## src/rtl/mem_pkg.sv

```systemverilog
// Shared definitions for the store buffer: write-side FSM encoding,
// default RAM widths and the queued store entry layout.
package mem_pkg;

    localparam int SB_ADDR_W = 8;
    localparam int SB_DATA_W = 8;

    typedef enum logic [1:0] {
        ST_IDLE  = 2'd0,
        ST_ARB   = 2'd1,
        ST_WRITE = 2'd2
    } sb_state_e;

    typedef struct packed {
        logic [SB_ADDR_W-1:0] addr;
        logic [SB_DATA_W-1:0] data;
    } sb_entry_t;

endpackage

```

## src/rtl/sb_fifo.sv

```systemverilog
// Store queue storage: circular array with head/tail pointers, occupancy
// count and per-slot valid bits that let the forwarding logic scan all slots.
module sb_fifo
    import mem_pkg::*;
#(
    parameter int  DEPTH   = 4,
    parameter type entry_t = sb_entry_t
) (
    input  logic                     clk,
    input  logic                     rst_n,
    input  logic                     push,
    input  logic                     pop,
    input  entry_t                   push_entry,
    output entry_t                   head_entry,
    output entry_t                   next_entry,
    output logic [$clog2(DEPTH):0]   count,
    output logic [$clog2(DEPTH)-1:0] head_ptr,
    output logic [DEPTH-1:0]         valid,
    output entry_t                   entries [DEPTH]
);

    localparam int PTR_W = $clog2(DEPTH);
    localparam int CNT_W = PTR_W + 1;

    logic [PTR_W-1:0] head_q, head_d;
    logic [PTR_W-1:0] tail_q, tail_d;
    logic [CNT_W-1:0] count_q, count_d;
    logic [DEPTH-1:0] valid_q, valid_d;
    entry_t           mem_q [DEPTH];

    // Pointers are exactly PTR_W bits wide so they wrap modulo DEPTH for free.
    always_comb begin
        head_d  = head_q;
        tail_d  = tail_q;
        count_d = count_q;
        valid_d = valid_q;
        if (pop) begin
            valid_d[head_q] = 1'b0;
            head_d          = head_q + PTR_W'(1);
        end
        if (push) begin
            valid_d[tail_q] = 1'b1;
            tail_d          = tail_q + PTR_W'(1);
        end
        case ({push, pop})
            2'b10:   count_d = count_q + CNT_W'(1);
            2'b01:   count_d = count_q - CNT_W'(1);
            default: count_d = count_q;
        endcase
    end

    always_ff @(posedge clk or negedge rst_n) begin
        if (!rst_n) begin
            head_q  <= '0;
            tail_q  <= '0;
            count_q <= '0;
            valid_q <= '0;
        end else begin
            head_q  <= head_d;
            tail_q  <= tail_d;
            count_q <= count_d;
            valid_q <= valid_d;
        end
    end

    always_ff @(posedge clk) begin
        if (push) begin
            mem_q[tail_q] <= push_entry;
        end
    end

    assign head_entry = mem_q[head_q];
    assign next_entry = mem_q[head_q + PTR_W'(1)];
    assign count      = count_q;
    assign head_ptr   = head_q;
    assign valid      = valid_q;

    generate
        for (genvar gi = 0; gi < DEPTH; gi++) begin : g_entries
            assign entries[gi] = mem_q[gi];
        end
    endgenerate

endmodule

```

## src/rtl/store_buffer.sv

```systemverilog
// Store buffer: queues datapath stores and retires them as registered write
// strobes when the fetch side leaves the RAM port free. STORE_FWD_EN enables
// store-to-load forwarding from the queue.
module store_buffer
    import mem_pkg::*;
#(
    parameter int ADDR_W = SB_ADDR_W,
    parameter int DATA_W = SB_DATA_W,
    parameter int DEPTH  = 4
) (
    input  logic                   clk,
    input  logic                   rst_n,
    input  logic                   req_valid,
    output logic                   req_ready,
    input  logic [ADDR_W-1:0]      req_addr,
    input  logic [DATA_W-1:0]      req_data,
    input  logic                   ram_busy,
    output logic                   ram_we,
    output logic [ADDR_W-1:0]      ram_addr,
    output logic [DATA_W-1:0]      ram_wdata,
    output logic [$clog2(DEPTH):0] count,
    output logic                   empty,
    input  logic [ADDR_W-1:0]      fwd_addr,
    output logic                   fwd_hit,
    output logic [DATA_W-1:0]      fwd_data
);

    localparam int PTR_W = $clog2(DEPTH);
    localparam int CNT_W = PTR_W + 1;

    typedef struct packed {
        logic [ADDR_W-1:0] addr;
        logic [DATA_W-1:0] data;
    } entry_t;

    sb_state_e         state_q, state_d;
    logic              ram_we_q, ram_we_d;
    logic [ADDR_W-1:0] ram_addr_q, ram_addr_d;
    logic [DATA_W-1:0] ram_wdata_q, ram_wdata_d;

    logic              push, pop;
    logic [CNT_W-1:0]  fifo_count, avail;
    logic [PTR_W-1:0]  head_ptr;
    logic [DEPTH-1:0]  valid;
    entry_t            req_entry, head_entry, next_entry, issue_entry;
    entry_t            entries [DEPTH];

    assign req_ready = (fifo_count < CNT_W'(DEPTH));
    assign push      = req_valid && req_ready;
    assign pop       = (state_q == ST_WRITE);
    assign req_entry = entry_t'{addr: req_addr, data: req_data};

    sb_fifo #(
        .DEPTH   (DEPTH),
        .entry_t (entry_t)
    ) u_fifo (
        .clk        (clk),
        .rst_n      (rst_n),
        .push       (push),
        .pop        (pop),
        .push_entry (req_entry),
        .head_entry (head_entry),
        .next_entry (next_entry),
        .count      (fifo_count),
        .head_ptr   (head_ptr),
        .valid      (valid),
        .entries    (entries)
    );

    // Leaving WRITE, the next store is the slot behind the head, or the
    // request being accepted on this same edge when the head was the last one.
    always_comb begin
        avail       = fifo_count;
        issue_entry = head_entry;
        if (pop) begin
            avail       = fifo_count - CNT_W'(1) + CNT_W'(push);
            issue_entry = (fifo_count == CNT_W'(1)) ? req_entry : next_entry;
        end

        state_d = ST_IDLE;
        if (avail != '0) begin
            state_d = ram_busy ? ST_ARB : ST_WRITE;
        end

        ram_we_d    = (state_d == ST_WRITE);
        ram_addr_d  = ram_addr_q;
        ram_wdata_d = ram_wdata_q;
        if (ram_we_d) begin
            ram_addr_d  = issue_entry.addr;
            ram_wdata_d = issue_entry.data;
        end
    end

    always_ff @(posedge clk or negedge rst_n) begin
        if (!rst_n) begin
            state_q     <= ST_IDLE;
            ram_we_q    <= 1'b0;
            ram_addr_q  <= '0;
            ram_wdata_q <= '0;
        end else begin
            state_q     <= state_d;
            ram_we_q    <= ram_we_d;
            ram_addr_q  <= ram_addr_d;
            ram_wdata_q <= ram_wdata_d;
        end
    end

    assign ram_we    = ram_we_q;
    assign ram_addr  = ram_addr_q;
    assign ram_wdata = ram_wdata_q;
    assign count     = fifo_count;
    assign empty     = (fifo_count == '0);

`ifdef STORE_FWD_EN
    logic [PTR_W-1:0] slot;

    // Scan oldest to youngest so the youngest matching store wins.
    always_comb begin
        fwd_hit  = 1'b0;
        fwd_data = '0;
        slot     = head_ptr;
        for (int k = 0; k < DEPTH; k++) begin
            slot = head_ptr + PTR_W'(k);
            if (valid[slot] && (entries[slot].addr == fwd_addr)) begin
                fwd_hit  = 1'b1;
                fwd_data = entries[slot].data;
            end
        end
    end
`else
    logic [DEPTH-1:0] unused_entry_bits;
    logic             unused_fwd;

    generate
        for (genvar gi = 0; gi < DEPTH; gi++) begin : g_unused
            assign unused_entry_bits[gi] = ^entries[gi];
        end
    endgenerate

    assign unused_fwd = ^{fwd_addr, head_ptr, valid, unused_entry_bits};
    assign fwd_hit    = 1'b0;
    assign fwd_data   = '0;
`endif

endmodule

```

## config.mk

```make
export PLATFORM = sky130hd
export DESIGN_NAME = store_buffer
export DESIGN_NICKNAME = d
export VERILOG_FILES = /design/src/rtl/mem_pkg.sv /design/src/rtl/sb_fifo.sv /design/src/rtl/store_buffer.sv
export SDC_FILE = /design/constraint.sdc
export NUM_CORES = 1
export LEC_CHECK = 0
export ABC_CLOCK_PERIOD_IN_PS = 2670
export BUFFER_PORTS_ARGS = -buffer_cell sky130_fd_sc_hd__buf_2
export CAP_MARGIN = 20
export CORE_MARGIN = 5
export CORE_UTILIZATION = 50
export DETAILED_ROUTE_END_ITERATION = 6
export PLACE_DENSITY_LB_ADDON = 0.15
export RECOVER_POWER = 100
export SLEW_MARGIN = 20
export SYNTH_ARGS = -nofsm -noshare
export SYNTH_HDL_FRONTEND = slang
export SYNTH_SLANG_ARGS = --single-unit
```

## constraint.sdc

```tcl
create_clock -name clk -period 2.67 [get_ports clk]
set_input_delay 0.1335 -clock clk [delete_from_list [all_inputs] [get_ports clk]]
set_output_delay 0.1335 -clock clk [all_outputs]
set_load 0.1 [all_outputs]
```

==> flow_summary.toml <==
[clock_network]
cts_setup_buffers = 0
clk_pin_slew_worst_paths_ps = 90
numCtsBuffers = 9
cts_tree = "built"
htree_levels = 3
cts_root_buf = "clkbuf_8"
cts.sinks = 89
clk_latency_ps = 360
post_cts_resized = 0
cts_hold_buf = 5
clk_path_buf_depth = 2

[timing]
tns_ps = 0
min_period_over_period_pct = 84.58
hold_viol_final = 0
max_slew_margin_pct = -1.259
final_max_slew_viol_count = 26
setup_viol = 0
fin_crit_ps = 2258
max_freq_mhz = 442.8
worst_slew_pin_slew_ps = 1519
fin_skew_ps = 10.09
grt_setup_unrepaired = "no"
hold-worst-slack_ps = 25.93

[logic_synthesis]
synth-compound-area-share_pct = 2.077
yosysUniqueCellTypes = 26
synth_area_leaders = "edfxtp_1 (44%), dfrtp_1 (14%), mux4_2 (14%), mux2_2 (4.2%), mux2i_1 (3.9%)"
syn_inst = 258
synth_top_area_share_pct = 44.32
synthAdderAreaFrac_pct = 3.174
synth_edf_count = 64
synth-xor-area-share_pct = 1.731
muxShareOfSynthArea_pct = 25.13
yosysTopAreaCell = "edfxtp_1"
syn-cell-area_mm2 = 0.004337
ys_ff_latch = 89
synthArstFlopShare_pct = 28.09
synth_top_family_by_area = "multiplexers"
synth_simple_gate_area_share_pct = 3.953
ys_seq_area_share_pct = 58.74
ys.flop_type = "edfxtp_1"
yosysWarnings = 0
syn_area_per_cell_um2 = 16.81

[placed_design]
dp_hpwl_um = 4903
place_congestion = 0.7747
place.detailed.instances = 401
portBuffers = 41

[die]
die_area_mm2 = 0.01064
start_util_pct = 50.47
die_h_um = 103.1
core-area_mm2 = 0.008593
fp.dieW_um = 103.1
boundaryPins = 59
num_rows = 34

[outcome]
violations = "capacitance limit, slew limit"
status = "finished, violations left"

[critical_path]
arrival_ps = 2500
setup.worst_path.end_class = "flip-flop"
critPathRequiredTime_ps = 2910
critPathKind = "reg2reg"
path_cells = "inv_1 -> ha_1 -> inv_1 -> ha_1 -> nor2_1 -> nand3_1 -> nand3b_4 -> mux2_2"
cp_slowest_cell = "dfrtp_1"
critPathLaunchType = "flip-flop"
worst-path-buf-inv = 2
path_delay_family = "adder cells"
slowest_delay_ps = 440
cp_max_fo = 17

[routing]
drtIter0Drc = 107
post_drt_wl_per_cell_um = 18.13
first_pass_iters = 4
detail-route-antenna-nets = 0
drc = 0
avgViaCountPerCell = 5.436
drt_wl_total_um = 7652
vias = 2294

[global_routing]
grt_max_degree = 26
grt_pass1_wl_um = 12270
gr-total-overflow = 0
grt_pass1_vias = 2290
grt_usage_pct = 15.76
antenna_found_initial = 0

[cells_and_area]
antenna_cells = 0
stdcell_count = 422
layout.nets = 348
utilization_pct = 55.62
layout_common_cells = "edfxtp_1 (64), clkbuf_1 (42), mux4_2 (27)"
synthToLayoutAreaGrowth_pct = 10.21
final_common_cell = "edfxtp_1"
layout-drive-gt1-share_pct = 23.25

[worst_hold_path]
min_path_type = "in2reg"

[job]
maxCapViolations = 1
[sequential cells by signal, indices dropped and copies added (netlist names)]
signal,flops
u_fifo.tail_q,2
ram_wdata,8
u_fifo.mem_q,64
state_q,1
u_fifo.head_ptr,2
u_fifo.count,3
ram_we,1
ram_addr,8
[per-layer routing]
layer  vias to the layer above  GRT usage (%)  routed length (µm)
met2                        59          25.11                3726
met5                         -              0                   0
li1                       1069              -                   -
met1                      1157          21.58                3440
met4                         0          5.378                  98
met3                         9          3.518                 387
[area by class of cell]
| cell class | count | area (µm²) |
|---|---|---|
| well taps | 108 | 135.1 |
| multi-input cells | 143 | 1593 |
| clock buffers | 11 | 131.4 |
| repair buffers | 57 | 275.3 |
| flip-flops and latches | 89 | 2550 |
| clock inverters | 5 | 57.56 |
| fillers | 711 | 3814 |
| inverters | 9 | 37.54 |
[cells by family (layout without fill, tap and decap cells)]
logic type / after synthesis / in the layout
AO/OA/AOI/OAI: 18 / 18
XOR/XNOR: 7 / 7
adder cells (fa/ha/maj): 11 / 11
buffers and inverters: 34 / 82
flip-flops: 89 / 89
multiplexers: 65 / 65
other: 1 / 9
AND/OR/NAND/NOR: 33 / 33
[worst register-to-register path, delay by kind of cell (launching register included)]
kind	cells	cell delay, ps
flops	1	440
buf+inv	2	170
simple gates	3	550
fa+ha+maj	2	610
mux	1	380
[final timing paths]
kind | startpoint | endpoint | slack [ps] | cells past startpoint
setup reg to reg | u_fifo.count[0]$_DFFE_PN0P_ | ram_addr[3]$_DFFE_PN0N_ | 410 | 8
min in group asynchronous | rst_n | u_fifo.count[2]$_DFFE_PN0P_ | 670 | 2
max in group asynchronous | rst_n | u_fifo.head_ptr[1]$_DFFE_PN0P_ | 1000 | 2
hold / removal | ram_busy | state_q[0]$_DFF_PN0_ | 30 | 2
setup / recovery | u_fifo.count[0]$_DFFE_PN0P_ | ram_addr[3]$_DFFE_PN0N_ | 410 | 8
hold reg to reg | ram_wdata[5]$_DFFE_PN0N_ | ram_wdata[5]$_DFFE_PN0N_ | 510 | 1
[per-stage QoR]
step	cell area (µm²)	setup slack (ps)
after floorplan	4374	207.8
after global placement	4611	488.7
after detailed placement	4611	460.5
after CTS	4850	431.2
after global routing	4780	210.3
final	4780	411.7
[synth_stat cells (4+ instances only)]
cell type / count
mux2_2: 16
buf_4: 12
mux4_2: 27
dfrtp_1: 25
buf_2: 6
ha_1: 11
nand2_1: 19
buf_6: 4
mux4_1: 5
mux2i_1: 17
xnor2_1: 6
edfxtp_1: 64
o21ai_0: 18
inv_1: 9
and2_1: 4
Power is left out: the tool's default activity adds up to more than one toggle a clock period on the data nets, which glitch-free logic cannot reach.
